===== config.mk =====
export PLATFORM = sky130hd
export DESIGN_NAME = uart_tx_arbiter
export DESIGN_NICKNAME = d
export VERILOG_FILES = /design/src/rtl/uart_pkg.sv /design/src/rtl/rr_arbiter.sv /design/src/rtl/uart_tx_arbiter.sv
export VERILOG_INCLUDE_DIRS = /design/src /design/src/rtl
export SDC_FILE = /design/constraint.sdc
export NUM_CORES = 1
export LEC_CHECK = 0
export CORE_AREA = 2 2 89 91
export CTS_BUF_LIST = sky130_fd_sc_hd__clkbuf_4 sky130_fd_sc_hd__clkbuf_8
export CTS_CLUSTER_SIZE = 16
export DETAILED_ROUTE_END_ITERATION = 10
export DIE_AREA = 0 0 91 93
export PLACE_DENSITY = 0.55
export SLEW_MARGIN = 25
export SYNTH_ARGS = -nofsm -noshare
export SYNTH_HDL_FRONTEND = slang
export SYNTH_SLANG_ARGS = --single-unit

===== constraint.sdc =====
create_clock -name clk_16mhz -period 2.8 [get_ports clk_16mhz]
set_clock_uncertainty 0.15 [all_clocks]
set_input_delay 0.42 -clock clk_16mhz [delete_from_list [all_inputs] [get_ports clk_16mhz]]
set_output_delay 0.42 -clock clk_16mhz [all_outputs]
set_load 0.005 [all_outputs]

===== src/rtl/baud_setting.svh =====
// Baud rate selector shared by the UART blocks; reset value is the first member.
`ifndef BAUD_SETTING_SVH
`define BAUD_SETTING_SVH
typedef enum logic [2:0] {
  BAUD_115200,
  BAUD_57600,
  BAUD_38400,
  BAUD_19200,
  BAUD_9600
} baud_set_t;
`endif


===== src/rtl/uart_pkg.sv =====
// Shared types for the UART TX sharing logic.
package uart_pkg;
  `include "baud_setting.svh"

  localparam int UART_DATA_WIDTH = 8;

  typedef enum logic [1:0] {
    IDLE,
    LAUNCH,
    WAIT_DONE,
    GAP
  } arb_state_t;

  localparam baud_set_t BAUD_RESET = baud_set_t'(0);
endpackage


===== src/rtl/rr_arbiter.sv =====
// Combinational round-robin pick: first set request searching cyclically from last_grant+1.
module rr_arbiter #(
  parameter int N = 3,
  localparam int IW = (N > 1) ? $clog2(N) : 1
) (
  input  logic [N-1:0]  req,
  input  logic [IW-1:0] last_grant,
  input  logic          en,
  output logic [N-1:0]  grant,
  output logic [IW-1:0] grant_idx
);

  always_comb begin
    int c;
    logic found;
    grant     = '0;
    grant_idx = '0;
    found     = 1'b0;
    c         = 0;
    for (int i = 1; i <= N; i++) begin
      c = (int'(last_grant) + i) % N;
      if (en && !found && req[IW'(c)]) begin
        found            = 1'b1;
        grant[IW'(c)]    = 1'b1;
        grant_idx        = IW'(c);
      end
    end
  end

endmodule


===== src/rtl/uart_tx_arbiter.sv =====
// Shares one UART TX controller between N_REQ byte producers with round-robin
// arbitration, a post-done gap cycle, idle-only baud latching and a watchdog.
module uart_tx_arbiter
  import uart_pkg::*;
#(
  parameter int N_REQ          = 3,
  parameter int DATA_WIDTH     = UART_DATA_WIDTH,
  parameter int TIMEOUT_CYCLES = 400000,
  localparam int GW            = $clog2(N_REQ),
  localparam int WDW           = $clog2(TIMEOUT_CYCLES) + 1
) (
  input  logic                             clk_16mhz,
  input  logic                             rstn,
  input  logic [N_REQ-1:0]                 req_valid,
  input  logic [N_REQ-1:0][DATA_WIDTH-1:0] req_data,
  output logic [N_REQ-1:0]                 req_ready,
  input  baud_set_t                        baud_setting_in,
  output logic [DATA_WIDTH-1:0]            tx_data,
  output logic                             tx_en,
  input  logic                             tx_done,
  output baud_set_t                        baud_setting_out,
  output logic                             busy,
  output logic [GW-1:0]                    grant_id,
  output logic                             timeout_err
);

  arb_state_t       state, next_state;
  logic [GW-1:0]    last_grant;
  logic [WDW-1:0]   wd;
  logic [N_REQ-1:0] arb_grant;
  logic [GW-1:0]    arb_idx;
  logic             arb_en;
  logic             accept;
  logic             wd_expired;

  // Gated by rstn so req_ready reads 0 while reset is held.
  assign arb_en     = (state == IDLE) && rstn;
  assign accept     = |arb_grant;
  assign wd_expired = (wd == WDW'(TIMEOUT_CYCLES - 1));

  rr_arbiter #(.N(N_REQ)) u_rr (
    .req       (req_valid),
    .last_grant(last_grant),
    .en        (arb_en),
    .grant     (arb_grant),
    .grant_idx (arb_idx)
  );

  always_ff @(posedge clk_16mhz or negedge rstn) begin
    if (!rstn) state <= IDLE;
    else       state <= next_state;
  end

  always_comb begin
    next_state = state;
    case (state)
      IDLE:      if (accept) next_state = LAUNCH;
      LAUNCH:    next_state = WAIT_DONE;
      WAIT_DONE: if (tx_done || wd_expired) next_state = GAP;
      GAP:       next_state = IDLE;
      default:   next_state = IDLE;
    endcase
  end

  always_comb begin
    tx_en     = (state == LAUNCH);
    busy      = (state != IDLE);
    req_ready = arb_grant;
  end

  always_ff @(posedge clk_16mhz or negedge rstn) begin
    if (!rstn) begin
      tx_data          <= '0;
      grant_id         <= '0;
      last_grant       <= GW'(N_REQ - 1);
      wd               <= '0;
      timeout_err      <= 1'b0;
      baud_setting_out <= BAUD_RESET;
    end else begin
      case (state)
        IDLE: begin
          baud_setting_out <= baud_setting_in;
          if (accept) begin
            tx_data    <= req_data[arb_idx];
            grant_id   <= arb_idx;
            last_grant <= arb_idx;
          end
        end
        LAUNCH: wd <= '0;
        WAIT_DONE: begin
          wd <= wd + WDW'(1);
          // A coincident tx_done means the byte made it; no abort recorded.
          if (!tx_done && wd_expired) timeout_err <= 1'b1;
        end
        default: ;
      endcase
    end
  end

endmodule

==> results_dict.tcl, run 1 <==
set metrics [dict create \
    hold_violations 0 \
    met2_usage 0.279 \
    num_antenna_cells 0 \
    netlist_instances 280 \
    post-route-util 0.470 \
    num_vias 2363 \
    synth_edf_count 0 \
    whs_ps 113 \
    areaGrowthSynthToFinish_pct 38.8 \
    ios 52 \
    max_freq_mhz 364 \
    most-common-layout-cells "clkdlybuf4s50_1 (48), dfrtp_1 (35), buf_4 (34)" \
    initial_core_util 0.339 \
    setup.worst_path.start "last_grant[1]$_DFFE_PN1P_" \
    drv_slew 0 \
    ys_ff_latch 37 \
    max_slew.worst_pin.slew_ps 481 \
    crit_top_cell "mux2_4" \
    status "completed" \
    fill_cells 740 \
    grt-ovfl-total 0 \
    grt_max_degree 38 \
    crit_end "tx_data[6]$_DFFE_PN0P_" \
    finalSetupViolCount 0 \
    drc 0 \
    slowest_stage "dfstp_2" \
    yosysWarnings 0 \
    dp_hpwl_microns 4910 \
    synth_fp_nets 322 \
    clock_latency_ps 290 \
    critPathCaptureType "register" \
    wirelength_microns 6930 \
    root_buffer "clkbuf_8" \
    stdcell_count 463 \
    grtUsageMet1 0.210 \
    hp-class "in -> async" \
    period_share 0.982 \
    gp_congestion 0.859 \
    drt_iter0_drc 87 \
    antenna_found_initial 0 \
    r2r-start "last_grant[1]$_DFFE_PN1P_" \
    ys_types 51 \
    wl_per_cell_microns 15.0 \
    viasPerCell 5.10 \
    dr.pass1.iters 4 \
    critPathLaunchType "register" \
    crit_type "reg -> reg" \
    crit_required_ps 2830 \
    postSynthAreaPerCell_sq_um 9.10 \
    first_global_vias 2327 \
    syn-cell-area_sq_um 2550 \
    final_common_cell "clkdlybuf4s50_1" \
    rr_worst_depth 8 \
    portBuffers 51 \
    critPathArrivalTime_ps 2780 \
    maxCapViolCount 0 \
    clock_sinks 37 \
    cts_tree "yes" \
    placed_cells 449 \
    fp.dieArea_sq_um 8460 \
    num_rows 32 \
    p_leak_nw 1.48 \
    slowest_delay_ps 590 \
    cts_buffers 5 \
    die_height_microns 93 \
    cp_max_fo 5 \
    seq_area_frac_synth 0.364 \
    grt.busiest_layer "met2" \
    grtUsageMet3 0.0483 \
    core_area_sq_um 7530 \
    clk_pin_slew_worst_paths_ps 80 \
    grt_pass1_wl_microns 11600 \
    worstPathCellList "ha_4 -> mux2_4 -> mux2_4 -> nand3_2 -> a21oi_2 -> buf_4 -> or4_4 -> mux2_4" \
    fp.dieW_microns 91 \
    synth_flop_cell "dfrtp_1" \
    clockBufferDepth 2 \
    cts_max_level 2 \
    antenna_left 0 \
    slew_headroom 0.679 \
    worstReg2RegEnd "tx_data[6]$_DFFE_PN0P_" \
    peakVddDrop_v 0.000366 \
    drive_gt1_frac 0.230 \
    p_per_area_nw_per_um2 901 \
    async_reset_ff_frac 1.00 \
    rrSetupSlack_ps 50 \
    fin_crit_ps 2750 \
    track_usage 0.167 \
    nNetsFinal 402 \
]
per-stage QoR:
step / setup TNS, ps / area, sq um / power (W) / setup slack [ps]
after CTS: -54.9 / 3510 / 0.00316 / -12.7
final: 0 / 3540 / 0.00319 / 50.5
after global routing: -6.83 / 3540 / 0.00341 / -4.07
after detailed placement: -1290 / 3310 / 0.00253 / -115
after global placement: -1100 / 3310 / 0.00252 / -99.7
after floorplan: 0 / 2550 / 0.00183 / 22.2
how the worst min path moves through the flow:
stage | end | slack (ps)
6_report | state[0]$_DFFE_PN0P_ | 110
5_1_grt | baud_setting_out[2]$_DFFE_PN0N_ | 170
4_1_cts | state[0]$_DFFE_PN0P_ | 150
3_5_place_dp | timeout_err$_DFFE_PN0P_ | 320
3_3_place_gp | timeout_err$_DFFE_PN0P_ | 310
2_1_floorplan | baud_setting_out[0]$_DFFE_PN0N_ | -30
where the power goes:
group	internal, W	switching (W)
registers	0.000675	0.0000923
logic	0.00102	0.000908
clock network	0.000290	0.000202
critical path, delay by kind of cell, from the launching register on:
family | cells | cell delay (ps)
fa+ha+maj | 1 | 170
simple gates | 2 | 630
compound gates | 1 | 60
mux | 3 | 910
flops | 1 | 590
buf+inv | 1 | 140
cell type report:
type | instances | area [sq um] | share of cell area
Multi-Input combinational cell | 219 | 1570 | 0.443
Sequential cell | 37 | 928 | 0.262
Timing Repair Buffer | 86 | 754 | 0.213
Tap cell | 102 | 128 | 0.0361
Clock buffer | 6 | 82.6 | 0.0233
Inverter | 11 | 41.3 | 0.0117
Clock inverter | 2 | 37.5 | 0.0106
synth_stat cells (3+ instances only):
master     n  area [sq um]
dfrtp_1   36           901
nor2_1    29           109
o21ai_0   26           130
nand2_1   16          60.1
nand3_1   14          70.1
inv_1     11          41.3
nand2b_1  10          62.6
ha_1       9           113
mux2_4     9           135
o22ai_1    9          56.3
xor2_1     9          78.8
a31oi_1    8          50.1
mux2i_1    8          80.1
and3_1     7          43.8
nand4_1    6          37.5
a21oi_1    5          25.0
clkbuf_1   5          18.8
mux2_2     5          56.3
buf_6      4          45.0
nor2b_1    4          25.0
or3_1      4          25.0
and2_1     3          18.8
buf_2      3          15.0
o21a_1     3          22.5
xnor2_1    3          26.3
timing repair:
item                       CTS  global route
setup endpoints to repair   13            14
buffers inserted             4             1
pin swaps                    4             2
resized for setup           15            13
cloned                       1             0
hold buffers                 0             0
registers in the layout, summed over array words and instances (netlist names):
name,count
grant_id,2
tx_data,8
timeout_err,1
state,2
wd,20
last_grant,1
baud_setting_out,3
metal layers:
layer | up-vias | routed length, microns
li1 | 1169 | -
met1 | 1119 | 3210
met2 | 67 | 3200
met3 | 8 | 430
met4 | 0 | 85
met5 | - | 0
kinds of logic (layout without fill, tap and decap cells):
kind of cell	after synthesis	after routing	share of synthesized area
DFF	37	37	0.364
and+or+nand+nor	112	113	0.238
buffers and inverters	25	105	0.0530
AOI/OAI and AO/OA	63	63	0.154
adders and majority gates	9	9	0.0442
muxes	22	22	0.107
xor gates and xnor gates	12	12	0.0412
Power figures use the tool's default switching activity.
==> run 2, diff against run 1 <==
--- a/config.mk
+++ b/config.mk
@@ -13,3 +13,3 @@
 export DIE_AREA = 0 0 91 93
-export PLACE_DENSITY = 0.55
+export PLACE_DENSITY = 0.57
 export SLEW_MARGIN = 25
--- a/constraint.sdc
+++ b/constraint.sdc
@@ -4,2 +4,2 @@
 set_output_delay 0.42 -clock clk_16mhz [all_outputs]
-set_load 0.005 [all_outputs]
+set_load 0.05 [all_outputs]
==> run 2 against run 1 <==
  * The flow now finishes with violations (negative setup slack)
  * Critical endpoint is now req_ready[0]
  * Total power is 15% higher
  * Hold slack better by 230 ps
  * Sequential share of layout area is 0.52 points lower
==> results_dict.tcl, run 2 (synthesized netlist as in run 1, its figures left out) <==
set metrics [dict create \
    status "finished with violations" \
    violations "negative setup slack" \
    die_height_microns 93 \
    viasPerCell 5.06 \
    ios 52 \
    cts_buffers 5 \
    crit_type "reg -> out" \
    post-route-util 0.479 \
    initial_core_util 0.339 \
    grt_pass1_wl_microns 11300 \
    drt_iter0_drc 86 \
    period_share 1.00 \
    setup.worst_path.start "last_grant[1]$_DFFE_PN1P_" \
    num_antenna_cells 0 \
    max_freq_mhz 357 \
    p_total_w 0.00367 \
    wl_met3_microns 287 \
    antenna_left 0 \
    grt-ovfl-total 0 \
    drv_slew 0 \
    fin_ws_ps -0.119 \
    largest_register_ffs 20 \
    hold_violations 0 \
    core_area_sq_um 7530 \
    dr.pass1.iters 4 \
    fin_crit_ps 2800 \
    first_global_vias 2347 \
    track_usage 0.162 \
    cts_tree "yes" \
    fp.dieArea_sq_um 8460 \
    rr_worst_depth 8 \
    worstReg2RegEnd "tx_data[7]$_DFFE_PN0P_" \
    most-common-layout-cells "clkdlybuf4s50_1 (47), dfrtp_1 (35), buf_4 (35)" \
    top_layer_used "met4" \
    cts_max_level 2 \
    hp-class "in -> async" \
    setup_tns_ps -0.119 \
    slew_headroom 0.656 \
    clock_sinks 37 \
    largestRegisters "wd: 20 flops, tx_data: 8 flops, baud_setting_out: 3 flops" \
    clk_pin_slew_worst_paths_ps 70 \
    maxCapViolCount 0 \
    ff_latch_area_sq_um 928 \
    root_buffer "clkbuf_8" \
    nNetsFinal 405 \
    final_common_cell "clkdlybuf4s50_1" \
    gp_congestion 0.860 \
    portBuffers 51 \
    wl_met1_microns 3250 \
    max_slew.worst_pin.slew_ps 514 \
    wirelength_microns 6840 \
    fp.dieW_microns 91 \
    crit_required_ps 2230 \
    wl_per_cell_microns 14.7 \
    p_leak_nw 1.52 \
    r2r-start "last_grant[1]$_DFFE_PN1P_" \
    multi_input_area_sq_um 1550 \
    critPathArrivalTime_ps 2230 \
    cp_max_fo 8 \
    grt_max_degree 37 \
    clockBufferDepth 2 \
    num_rows 32 \
    dp_hpwl_microns 4890 \
    areaGrowthSynthToFinish_pct 41.6 \
    finalSetupViolCount 1 \
    drive_gt1_frac 0.234 \
    drc 0 \
    clock_latency_ps 290 \
    largest_register "wd" \
    critPathLaunchType "register" \
    rrSetupSlack_ps 80 \
    wl_met2_microns 3180 \
    antenna_found_initial 0 \
    num_vias 2356 \
    peakVddDrop_v 0.000318 \
    p_per_area_nw_per_um2 1020 \
    critPathCaptureType "output port" \
    rsz0062_at_grt "true" \
    fill_cells 732 \
    stdcell_area_sq_um 3610 \
    dpl-instance-area_sq_um 3340 \
]
## run 2: power by group
part | leakage [nW] | switching, W | total, W | internal (W)
clock network | 0.0543 | 0.000204 | 0.000470 | 0.000267
registers | 0.477 | 0.0000907 | 0.000765 | 0.000675
logic | 0.984 | 0.00133 | 0.00243 | 0.00110
total | 1.52 | 0.00162 | 0.00367 | 0.00204
## run 2: what timing repair did
item | 4_1_cts | 5_1_grt
hold buffers | 1 | 0
endpoints found under the setup margin | 2 | 13
setup buffers | 5 | 4
pin swaps | 3 | 6
endpoints found under the hold margin | 1 | 0
gates resized for setup | 12 | 10
## run 2: how the worst max path moves through the flow
stage / end / cells after the start / slack [ps]
6_report: req_ready[0] / 9 / -0.1
5_1_grt: last_grant[1]$_DFFE_PN1P_ / 9 / -80
4_1_cts: req_ready[0] / 9 / -30
3_5_place_dp: tx_data[4]$_DFFE_PN0P_ / 7 / -80
3_3_place_gp: tx_data[7]$_DFFE_PN0P_ / 7 / -90
2_1_floorplan: tx_data[1]$_DFFE_PN0P_ / 10 / 20
## run 2: layer usage
metal,global-route usage,up-vias
met4,0.0442,0
li1,-,1174
met2,0.269,59
met3,0.0346,10
met5,0,-
met1,0.213,1113
## run 2: through the flow
step	cells	hold slack (ps)	worst slack (ps)
floorplan	280	-25.6	22.2
global placement	448	104	-87.6
detailed placement	448	102	-75.1
CTS	462	333	-25.3
global route	466	341	-82.2
finish	466	340	-0.119
## run 2: critical path, cell delays in order (launching register included)
cell      delay, ps
dfstp_2         580
inv_2            60
ha_4            190
mux2i_2         170
o21a_2          250
nand2b_4        140
a21oi_2         130
buf_4           130
a21o_1          140
buf_12          150
## run 2: area by class of cell
cell class                 count  area share
clock inverter                 3      0.0128
inverter                      11      0.0114
tap                          102      0.0354
multi-input combinational    218       0.431
timing repair buffer          90       0.233
clock buffer                   5      0.0191
sequential                    37       0.257
